## src/rtl/crc_calc.sv

```systemverilog
// Byte-parallel Ethernet CRC-32 (FCS) accumulator.
// One octet per enabled clock; o_crc_out is the finished FCS at all times.
module crc_calc (
  input  logic        i_clk,
  input  logic        i_reset,
  input  logic        i_enbl,
  input  logic [7:0]  i_data_in,
  output logic [31:0] o_crc_out
);

  localparam logic [31:0] POLY_REF = 32'hEDB88320;
  localparam logic [31:0] SEED     = 32'hFFFFFFFF;

  logic [31:0] crc_q;
  logic [31:0] crc_d;
  logic [31:0] crc_nxt;

  // Reflected update, wire bit 0 first; the loop unrolls into an XOR network.
  always_comb begin
    crc_nxt = crc_q;
    for (int i = 0; i < 8; i++) begin
      if (crc_nxt[0] ^ i_data_in[i]) begin
        crc_nxt = (crc_nxt >> 1) ^ POLY_REF;
      end else begin
        crc_nxt = crc_nxt >> 1;
      end
    end
    crc_d = i_enbl ? crc_nxt : crc_q;
  end

  always_ff @(posedge i_clk or posedge i_reset) begin
    if (i_reset) begin
      crc_q <= SEED;
    end else begin
      crc_q <= crc_d;
    end
  end

  assign o_crc_out = ~crc_q;

endmodule

```

## config.mk

```make
export PLATFORM = sky130hd
export DESIGN_NAME = crc_calc
export DESIGN_NICKNAME = d
export VERILOG_FILES = /design/src/rtl/crc_calc.sv
export SDC_FILE = /design/constraint.sdc
export NUM_CORES = 1
export LEC_CHECK = 0
export ABC_AREA = 1
export CAP_MARGIN = 5
export CORE_MARGIN = 3
export CORE_UTILIZATION = 30
export DETAILED_ROUTE_END_ITERATION = 7
export HOLD_SLACK_MARGIN = 0.02
export SLEW_MARGIN = 25
export SYNTH_ARGS = -nofsm -noshare
export SYNTH_HDL_FRONTEND = slang
export SYNTH_SLANG_ARGS = --single-unit
```

## constraint.sdc

```tcl
create_clock -name i_clk -period 1.4 [get_ports i_clk]
set_input_delay 0.14 -clock i_clk [delete_from_list [all_inputs] [get_ports i_clk]]
set_output_delay 0.14 -clock i_clk [all_outputs]
set_load 0.01 [all_outputs]
```

# After elaboration in Yosys (flattened, before gate mapping)
# Cells that the tools add are included.
[classes] n_mux=8 bitwise=17
[ops] operator="$mux 32" n=8
[ops] operator="$not 13->14" n=8
[ops] operator="$not 32->32" n=1
[ops] operator="$xor 1x1->1" n=8
[word_totals] reg_bits=32 inputBits=11 elab_cells=26

# Logic depth before layout (Yosys ltp)
[logic_depth] depth_word=16 mapped_depth=12

# Worst setup path before layout
# Ideal clock, no wire load.
[synth_path] path_kind="register to register" start="register crc_q[4]" end="register crc_q[17]" path_slack_ns=0.011 stages_incl_launch_ff=12 path_buffers=0 required_time_ns=1.323 t_arrival_ns=1.313 setup_ns=0.077 cell_sequence="dfstp_2 > inv_1 > nand2_1 > nand2_1 > nand2_1 > nand2_1 > nand2_1 > nand2_1 > inv_1 > nand2_1 > nand3_1 > nand2_1"
[synth_via] elab_chain_len=10
[synth_rtl] item="start: declaration" line_no="14" rtl="logic [31:0] crc_q;"
[synth_rtl] item="start signal: assignment" line_no="35" rtl="crc_q <= crc_d;"
[synth_rtl] item="$mux 32 (*) (4 in series)" line_no="22" rtl="if (crc_nxt[0] ^ i_data_in[i]) begin"
[synth_rtl] item="$xor 1x1->1 (*)" line_no="22"
[synth_rtl] item="$mux 32 (*)" line_no="22"
[synth_rtl] item="$not 13->14 (no line)"
[synth_rtl] item="$mux 32 (*) (3 in series)" line_no="22"
# Mark *: on every way between the ends. The rest lies on a longest branch, timed or not.
# A chain may end at the register's enable or synchronous reset.

# Worst setup path after layout
[layout_path] start="register crc_q[0]" end="register crc_q[23]"
[layout_via] elab_chain_len=14 elab_cells_between_ends=15 cone_classes="8 x mux; 7 x bitwise"
[layout_rtl] item="$xor 1x1->1 (*)" line_no="22"
[layout_rtl] item="$mux 32 (*)" line_no="22"
[layout_rtl] item="$not 13->14 (no line)"
[layout_rtl] item="$mux 32 (*) (2 in series)" line_no="22"
[layout_rtl] item="$not 13->14 (no line)"
[layout_rtl] item="$mux 32 (*)" line_no="22"
[layout_rtl] item="$not 13->14 (no line)"
[layout_rtl] item="$mux 32 (*) (2 in series)" line_no="22"
[layout_rtl] item="$not 13->14 (no line)"
[layout_rtl] item="$mux 32 (*)" line_no="22"
[layout_rtl] item="$not 13->14 (no line)"
[layout_rtl] item="$mux 32 (*)" line_no="22"
# Marks and branches as above.

==> impl_metrics.toml <==
[outcome]
status = "finished with violations"
failed_checks = "setup timing"

[yosys]
synth_area_per_cell_um2 = 6.20
syn-cell-area_um2 = 2440
ys_seq_area_share_pct = 34.5
netlist_instances = 393
yosys_warnings = 0
ys_types = 19
synth-seq-cells = 32
syn_nets = 404

[pwr]
p_int_w = 0.00569
swShare_pct = 47.6
p_seq_share_pct = 19.9
switchingPower_w = 0.00516
p_comb_share_pct = 70.7
ir_drop_mv = 0.810
p_clk_share_pct = 9.4
p_leak_nw = 2.21
p_per_area_nw_per_um2 = 2560

[timing]
rsz0062_at_grt = "yes"
setup_slack_ps = -144
fmax_mhz = 648
slew_headroom_pct = 77.9
fin_crit_sh_pct = 110
worst_pin_slew_ps = 331
final-max-slew-violation-count = 0
min_period_ps = 1540
setup_violations = 25
fin_skew_ps = 15.2
finalHoldViolCount = 0

[worst_setup_path]
critPathLaunchType = "flop"
critPathRequiredTime_ps = 1650
worst-setup-path-type = "reg2reg"
path_cells = "inv_4, nand2_4, nand2_4, nand2_4, nand2_8, nand2_1, nand2_2, nor2_4, nand2_1, nand3_1"
crit_fanout = 8
crit_buf_inv = 1
slowest_stage = "dfstp_2"
crit_arrival_ps = 1790
critical_path.most_common_cell = "nand2_4"
end_kind = "flop"
path_delay_family = "simple AND/OR/NAND/NOR gates"
slowest_delay_ps = 610

[cells_and_area]
top_register = "crc_q"
largest_register_ffs = 32
final_nets = 512
final_common_cell = "nand2_1"
n_antenna_cell = 0
mostFrequentLayoutCells = "nand2_1 (107), nand2_2 (58), buf_4 (48)"
drive_above_1_share_pct = 50.4
syn_to_final_growth_pct = 73.8
instances_no_fill = 604
fin_util_pct = 54.2
top_regs = "crc_q (32)"

[clock_network]
cts_buffer_depth = 2
hold_buffers = 0
cts-root-buf = "clkbuf_8"
clock_latency_ps = 300
cts.sinks = 32
h-tree-depth = 2
cts_tree = "built"
cts_buffers = 5
cts.clk_slew.worst_paths_ps = 80

[placement]
numPortBuffers = 42
dp_cells = 580
routabilityCongestion = 0.893
hpwlAfterDp_um = 5870

[detailed_routing]
first_pass_iters = 4
drtIter0Drc = 179
viasPerCell = 4.76
routed_wl_um = 8630
vias = 2875
post_drt_wl_per_cell_um = 14.3
postRouteAntennaNets = 0
drc_errors = 0

[die]
fp.dieH_um = 96.1
core.rowCount = 32
start_util_pct = 31.2
dieArea_um2 = 9240
die_w_um = 96.1
core_um2 = 7810
io_pins = 43

[min_path]
hold_path_class = "in2async"

[global_route]
grt_usage_pct = 18.9
grt_antenna_before_repair = 0
grt_pass1_wl_um = 13400
grt_overflow_total = 0
grt_max_degree = 33
grt_pass1_vias = 2781

[job]
cap_violations = 0
==> kinds of logic (layout without fill, tap and decap cells) <==
kind of cell           after synthesis  in the layout  synth area share, %
buffers and inverters               63            172                 9.70
XOR/XNOR                            16             16                 5.75
flip-flops                          32             32                 34.5
AO/OA/AOI/OAI                       24             24                 5.24
AND/OR/NAND/NOR                    258            258                 44.8
==> power groups by stage <==
stage	Clock (W)	Sequential (W)	Combinational, W
global route	0.00107	0.00224	0.00840
detailed placement	0	0.00213	0.00584
floorplan	0	0.00201	0.00329
finish	0.00102	0.00216	0.00768
global placement	0	0.00212	0.00576
CTS	0.00103	0.00212	0.00693
==> worst paths after layout <==
check	cells past startpoint	start	to	slack (ps)
max in group asynchronous	3	i_reset	crc_q[3]	950
worst max-delay path	10	crc_q[0]	crc_q[23]	-140
worst min-delay path	3	i_reset	crc_q[31]	390
worst max register to register	10	crc_q[0]	crc_q[23]	-140
min in group i_clk	2	crc_q[17]	crc_q[17]	460
worst min register to register	2	crc_q[17]	crc_q[17]	460
==> per-stage QoR <==
stage | TNS [ps] | hold WS, ps | instance area (µm²) | total power, W | setup slack (ps)
2_1_floorplan | 0 | 425 | 2440 | 0.00530 | 10.5
3_3_place_gp | -6430 | 458 | 3370 | 0.00788 | -329
3_5_place_dp | -7460 | 457 | 3370 | 0.00797 | -384
4_1_cts | -1720 | 410 | 3980 | 0.0101 | -123
5_1_grt | -4330 | 460 | 4240 | 0.0117 | -238
6_report | -2160 | 392 | 4240 | 0.0109 | -144
==> worst register-to-register path, cell delays in order (launching register included) <==
cell and delay (ps):
dfstp_2 610, inv_4 70, nand2_4 70, nand2_4 100, nand2_4 100, nand2_8 80, nand2_1 90, nand2_2 70
nor2_4 150, nand2_1 70, nand3_1 80
==> repair_timing <==
action	in CTS	in global routing
pin swaps	57	26
endpoints found under the setup margin	59	36
buffers inserted	13	4
gates resized for setup	176	72
==> area by class of cell <==
class	count	area, µm²
clock buffers	7	96.3
well taps	102	128
inverters	57	229
flip-flops and latches	32	841
repair buffers	107	951
clock inverters	1	30.0
multi-input cells	298	1960
fillers	728	3570
==> Yosys cell counts <==
| library cell | instances | area (µm²) |
|---|---|---|
| a211oi_1 | 1 | 7.51 |
| a21oi_1 | 2 | 10.0 |
| a31oi_1 | 2 | 12.5 |
| clkbuf_1 | 6 | 22.5 |
| dfstp_2 | 32 | 841 |
| inv_1 | 45 | 169 |
| inv_2 | 12 | 45.0 |
| nand2_1 | 191 | 717 |
| nand2_2 | 14 | 87.6 |
| nand2_4 | 4 | 45.0 |
| nand3_1 | 30 | 150 |
| nand3b_1 | 1 | 7.51 |
| nand4_1 | 4 | 25.0 |
| nor2_1 | 11 | 41.3 |
| nor2_2 | 3 | 18.8 |
| o21ai_0 | 15 | 75.1 |
| o21ai_1 | 2 | 10.0 |
| o22ai_1 | 2 | 12.5 |
| xor2_1 | 16 | 140 |
==> routing by layer <==
metal,vias to the layer above,part of all wire [%],GRT usage [%]
li1,1409,-,-
met1,1358,41,24.2
met2,90,50,31.9
met3,18,6.3,3.36
met4,0,2.5,6.40
met5,-,0,0
Power figures use the tool's default switching activity.
==> edit 1: new RTL, config.mk and constraints unchanged <==
Reset style: synchronous (`i_reset`), changed in one clocked block.
--- a/src/rtl/crc_calc.sv
+++ b/src/rtl/crc_calc.sv
@@ -29,5 +29,5 @@
   end
 
-  always_ff @(posedge i_clk or posedge i_reset) begin
+  always_ff @(posedge i_clk) begin
     if (i_reset) begin
       crc_q <= SEED;
Check against the original RTL: differs if i_reset is asserted again (counterexample within 4 cycles, from zero or initial values and one cycle with i_reset high); with i_reset held inactive, the same outputs for 4 cycles.
==> edit 1 against the unedited design <==
Setup slack improved by 0.15 ns; area after synthesis decreased by 6.1%; via count decreased by 9.9%; maximum frequency increased by 11%; sequential cell count unchanged; critical endpoint is now crc_q[1]; routed wire length decreased by 14%; clock skew decreased by 0.0081 ns; design area decreased by 14%; count of clock-buffer cells in the layout unchanged; hold slack improved by 0.099 ns.
Power is not compared: it rests on default switching activity, and its combinational part moved more than twofold at a synthesized area within 25%.
==> edit 1: results (changes against the unedited design) <==
stage,metric,value,unit,change
status,status,"finished, final reports clean",,
layout,# fillers,708,,-2.7%
setup_path,worst stage delay on the critical path,0.35,ns,-0.26 ns
global_routing,pin count of the biggest net entering global routing,28,,-15%
power,total power,4.28,mW,
placed_design,DP Wirelength,5.34,mm,-9.1%
sta,Max Clock Skew,0.00707,ns,-0.00812 ns
setup_path,"Max stage delay cell, worst path",dfxtp_2,,
global_routing,first-pass GRT wire length,12.0,mm,-11%
sta,hold slack,0.491,ns,+0.0987 ns
synth,count of cell types in the netlist,26,,+7
synth,Synth area leaders,"dfxtp_1 28%, nand2_1 22%, nand3_1 7.4%",,
setup_path,R2R depth,8,,-2
placed_design,GPL Wtd Cong,0.849,,-5.0%
global_routing,gr usage total,17.6,%,-1.3 points
global_routing,M1 GR Usage,23.3,%,-0.93 points
routing,routed wire length per instance,13.3,um,-6.8%
die,Std-Cell Rows,31,,-3.1%
global_routing,GR Layer Usage met2,28.4,%,-3.4 points
layout,Final #Nets,468,,-8.6%
routing,DRT iter0 DRCs,172,,-3.9%
setup_path,R2R Setup Slk,0.009,ns,+0.15 ns
routing,wire length on met2,3.46,mm,-20%
global_routing,via count of the first global-routing pass,2450,,-12%
global_routing,met3 GRT Util,2.98,%,-0.39 points
placed_design,dpl cell area,0.00311,mm^2,-7.7%
placed_design,pre-CTS setup slack,-0.540,ns,-0.156 ns
routing,metal3 WL,365,um,-32%
sta,worst slew pin tran,0.271,ns,-0.0603 ns
-- edit 1: cell count changes after synthesis, moves of 4 or more --
cell	unedited run	this run
o21ai_0	15	10
dfstp_2	32	0
nand3_1	30	34
dfxtp_1	0	32
nand2_2	14	9
o211ai_1	0	13
inv_2	12	8
nand2_1	191	136
a21oi_1	2	25
-- edit 1: area by class of cell --
cell class / instances / area [um^2] / share of cell area [%]
inverter: 52 / 203 / 5.57
clock inverter: 1 / 30.0 / 0.825
clock buffer: 7 / 96.3 / 2.65
multi-input combinational: 276 / 1690 / 46.4
timing repair buffer: 90 / 845 / 23.2
sequential: 32 / 653 / 18.0
tap: 99 / 124 / 3.40
-- edit 1: logic make-up (layout without fill, tap and decap cells) --
logic type,count (synthesis),count (layout),synth area share [%]
xor+xnor,22,22,9.73
flops,32,32,28.0
compound gates,53,53,13.2
buf+inv,61,150,11.1
simple gates,201,201,38.0
-- edit 1: repair_timing --
item	in CTS	in global routing
endpoints found under the setup margin	30	44
pin swaps	3	23
resized for setup	38	84
buffers inserted	0	5
==> edit 2: new RTL, same settings <==
Made on the original files. Add an input register stage for `i_enbl` and `i_data_in`; this delays them by one clock.
--- a/src/rtl/crc_calc.sv
+++ b/src/rtl/crc_calc.sv
@@ -12,4 +12,12 @@
   localparam logic [31:0] SEED     = 32'hFFFFFFFF;
 
+  logic i_enbl_q;
+  logic [7:0] i_data_q;
+
+  always_ff @(posedge i_clk) begin
+    i_enbl_q <= i_enbl;
+    i_data_q <= i_data_in;
+  end
+
   logic [31:0] crc_q;
   logic [31:0] crc_d;
@@ -20,5 +28,5 @@
     crc_nxt = crc_q;
     for (int i = 0; i < 8; i++) begin
-      if (crc_nxt[0] ^ i_data_in[i]) begin
+      if (crc_nxt[0] ^ i_data_q[i]) begin
         crc_nxt = (crc_nxt >> 1) ^ POLY_REF;
       end else begin
@@ -26,5 +34,5 @@
       end
     end
-    crc_d = i_enbl ? crc_nxt : crc_q;
+    crc_d = i_enbl_q ? crc_nxt : crc_q;
   end
 
Behaviour: not the same (Yosys sat finds a counterexample within 4 cycles, from zero or initial values and one cycle with i_reset high).
==> edit 2 against the unedited design <==
The flow still finishes with violations (setup timing); area after synthesis grew 9.1%; setup slack lost 0.018 ns; sequential cell count grew 9; clock skew shrank 0.0043 ns; critical path depth grew 2; design area shrank 3.3%; routed wire length shrank 10%; global-route usage shrank 3.3 points; total power shrank 3.8%; largest cell class unchanged; largest power group unchanged; highest routed layer unchanged.
==> edit 2: results (changes against the unedited design) <==
stage,metric,value,unit,change
min_path,hold_sp,i_data_in[6],,
setup_path,Worst Setup End Kind,flip-flop,,
sta,hold slack,0.277,ns,-0.115 ns
sta,final setup margin,-0.162,ns,-0.0183 ns
global_routing,GR Layer Usage met2,27.5,%,-4.3 points
synth,"top cells by count, synth","174 x nand2_1, 44 x inv_1, 32 x dfstp_2, 31 x nand3_1",,
synth,syn_nets,405,,+0.25%
global_routing,M1 GR Usage,19.5,%,-4.7 points
placed_design,dpl cell area,0.00344,mm^2,+2.2%
power,total power,10.4,mW,-3.8%
placed_design,dpl cells,567,,-2.2%
status,status,"complete, but fails checks",,
setup_path,R2R Setup Slk,-0.16,ns,-0.02 ns
setup_path,R2R depth,12,,+2
synth,"Avg Cell Area, Syn",6.75,um^2,+8.8%
synth,Synth area leaders,"dfstp_2 32%, nand2_1 25%, xor2_1 6.9%",,
placed_design,pre-CTS setup slack,-0.174,ns,+0.209 ns
setup_path,R2R Path End,crc_q[19],,
layout,biggest regs,"crc_q: 32 flops, i_data_q: 8 flops, i_enbl_q: 1 flops",,
sta,Max Clock Skew,0.0109,ns,-0.00430 ns
routing,DRT iter0 DRCs,86,,-52%
routing,vias,2727,,-5.1%
status,failing checks,setup timing,,
synth,count of cell types in the netlist,26,,+7
synth,share of the yosys chip area belonging to registers,38.4,%,+3.9 points
layout,Final #Nets,494,,-3.5%
routing,Detailed Route WL,7.73,mm,-10%
global_routing,met3 GRT Util,2.99,%,-0.37 points
power,Static Leakage,2.09,nW,-5.4%
layout,share of layout cells above drive strength 1,41.9,%,-8.5 points
clock_network,"Reg clk slew, reported paths",0.09,ns,
setup_path,worst stage delay on the critical path,0.57,ns,-0.04 ns
global_routing,pin count of the biggest net entering global routing,33,,unchanged
placed_design,DP Wirelength,5.48,mm,-6.7%
layout,n_diodes,0,,unchanged
placed_design,GPL Wtd Cong,0.864,,-3.3%
routing,Via density,4.63,,-2.7%
min_path,Hold Crit Class,in2reg,,
routing,wire length on met2,3.89,mm,-9.5%
clock_network,"Hold-fix buffers, CTS",0,,unchanged
global_routing,first-pass GRT wire length,12.6,mm,-6.2%
power,Peak VDD IR,1060,uV,+31%
routing,metal3 WL,294,um,-46%
setup_path,"Max stage delay cell, worst path",dfstp_2,,
power,Comb group,7.01,mW,-8.7%
routing,Met1 Wirelength,3.42,mm,-4.2%
sta,Setup-failing EPs final,24,,-4.0%
setup_path,startpoint types,flip-flop,,
routing,DR top layer,met4,,
synth,Async SR Flop Fraction,78.0,%,-22 points
global_routing,gr usage total,15.6,%,-3.3 points
sta,Setup Total Neg Slack,-2.07,ns,+0.0897 ns
power,sw power,4.90,mW,-5.2%
sta,Max-slew headroom,85.5,%,+7.6 points
edit 2: cell count changes after synthesis, sizes merged, moves of 2 or more:
cell,delta
buf,+3
clkbuf,-3
o211ai,+2
xor2,+5
nand3,+2
o21ai,-2
nand2,-8
nand4,-3
dfxtp,+9
inv,-5
edit 2: area by class of cell:
| class | instances | area (um^2) |
|---|---|---|
| sequential | 41 | 1020 |
| tap | 105 | 131 |
| fill | 836 | 4330 |
| timing repair buffer | 88 | 759 |
| clock buffer | 7 | 86.3 |
| clock inverter | 1 | 30.0 |
| inverter | 53 | 206 |
| multi-input combinational | 294 | 1860 |
edit 2: cell families (layout without fill, tap and decap cells):
group           Yosys count  count (layout)  synth area share (%)
buf+inv                  59             149                  8.47
xor+xnor                 21              21                  6.92
simple gates            249             249                  41.2
compound gates           24              24                  4.99
flops                    41              41                  38.4
edit 2: repair_timing:
| item | CTS | global route |
|---|---|---|
| gates resized for setup | 128 | 62 |
| endpoints found under the setup margin | 59 | 33 |
| setup buffers | 9 | 5 |
| pin swaps | 26 | 20 |
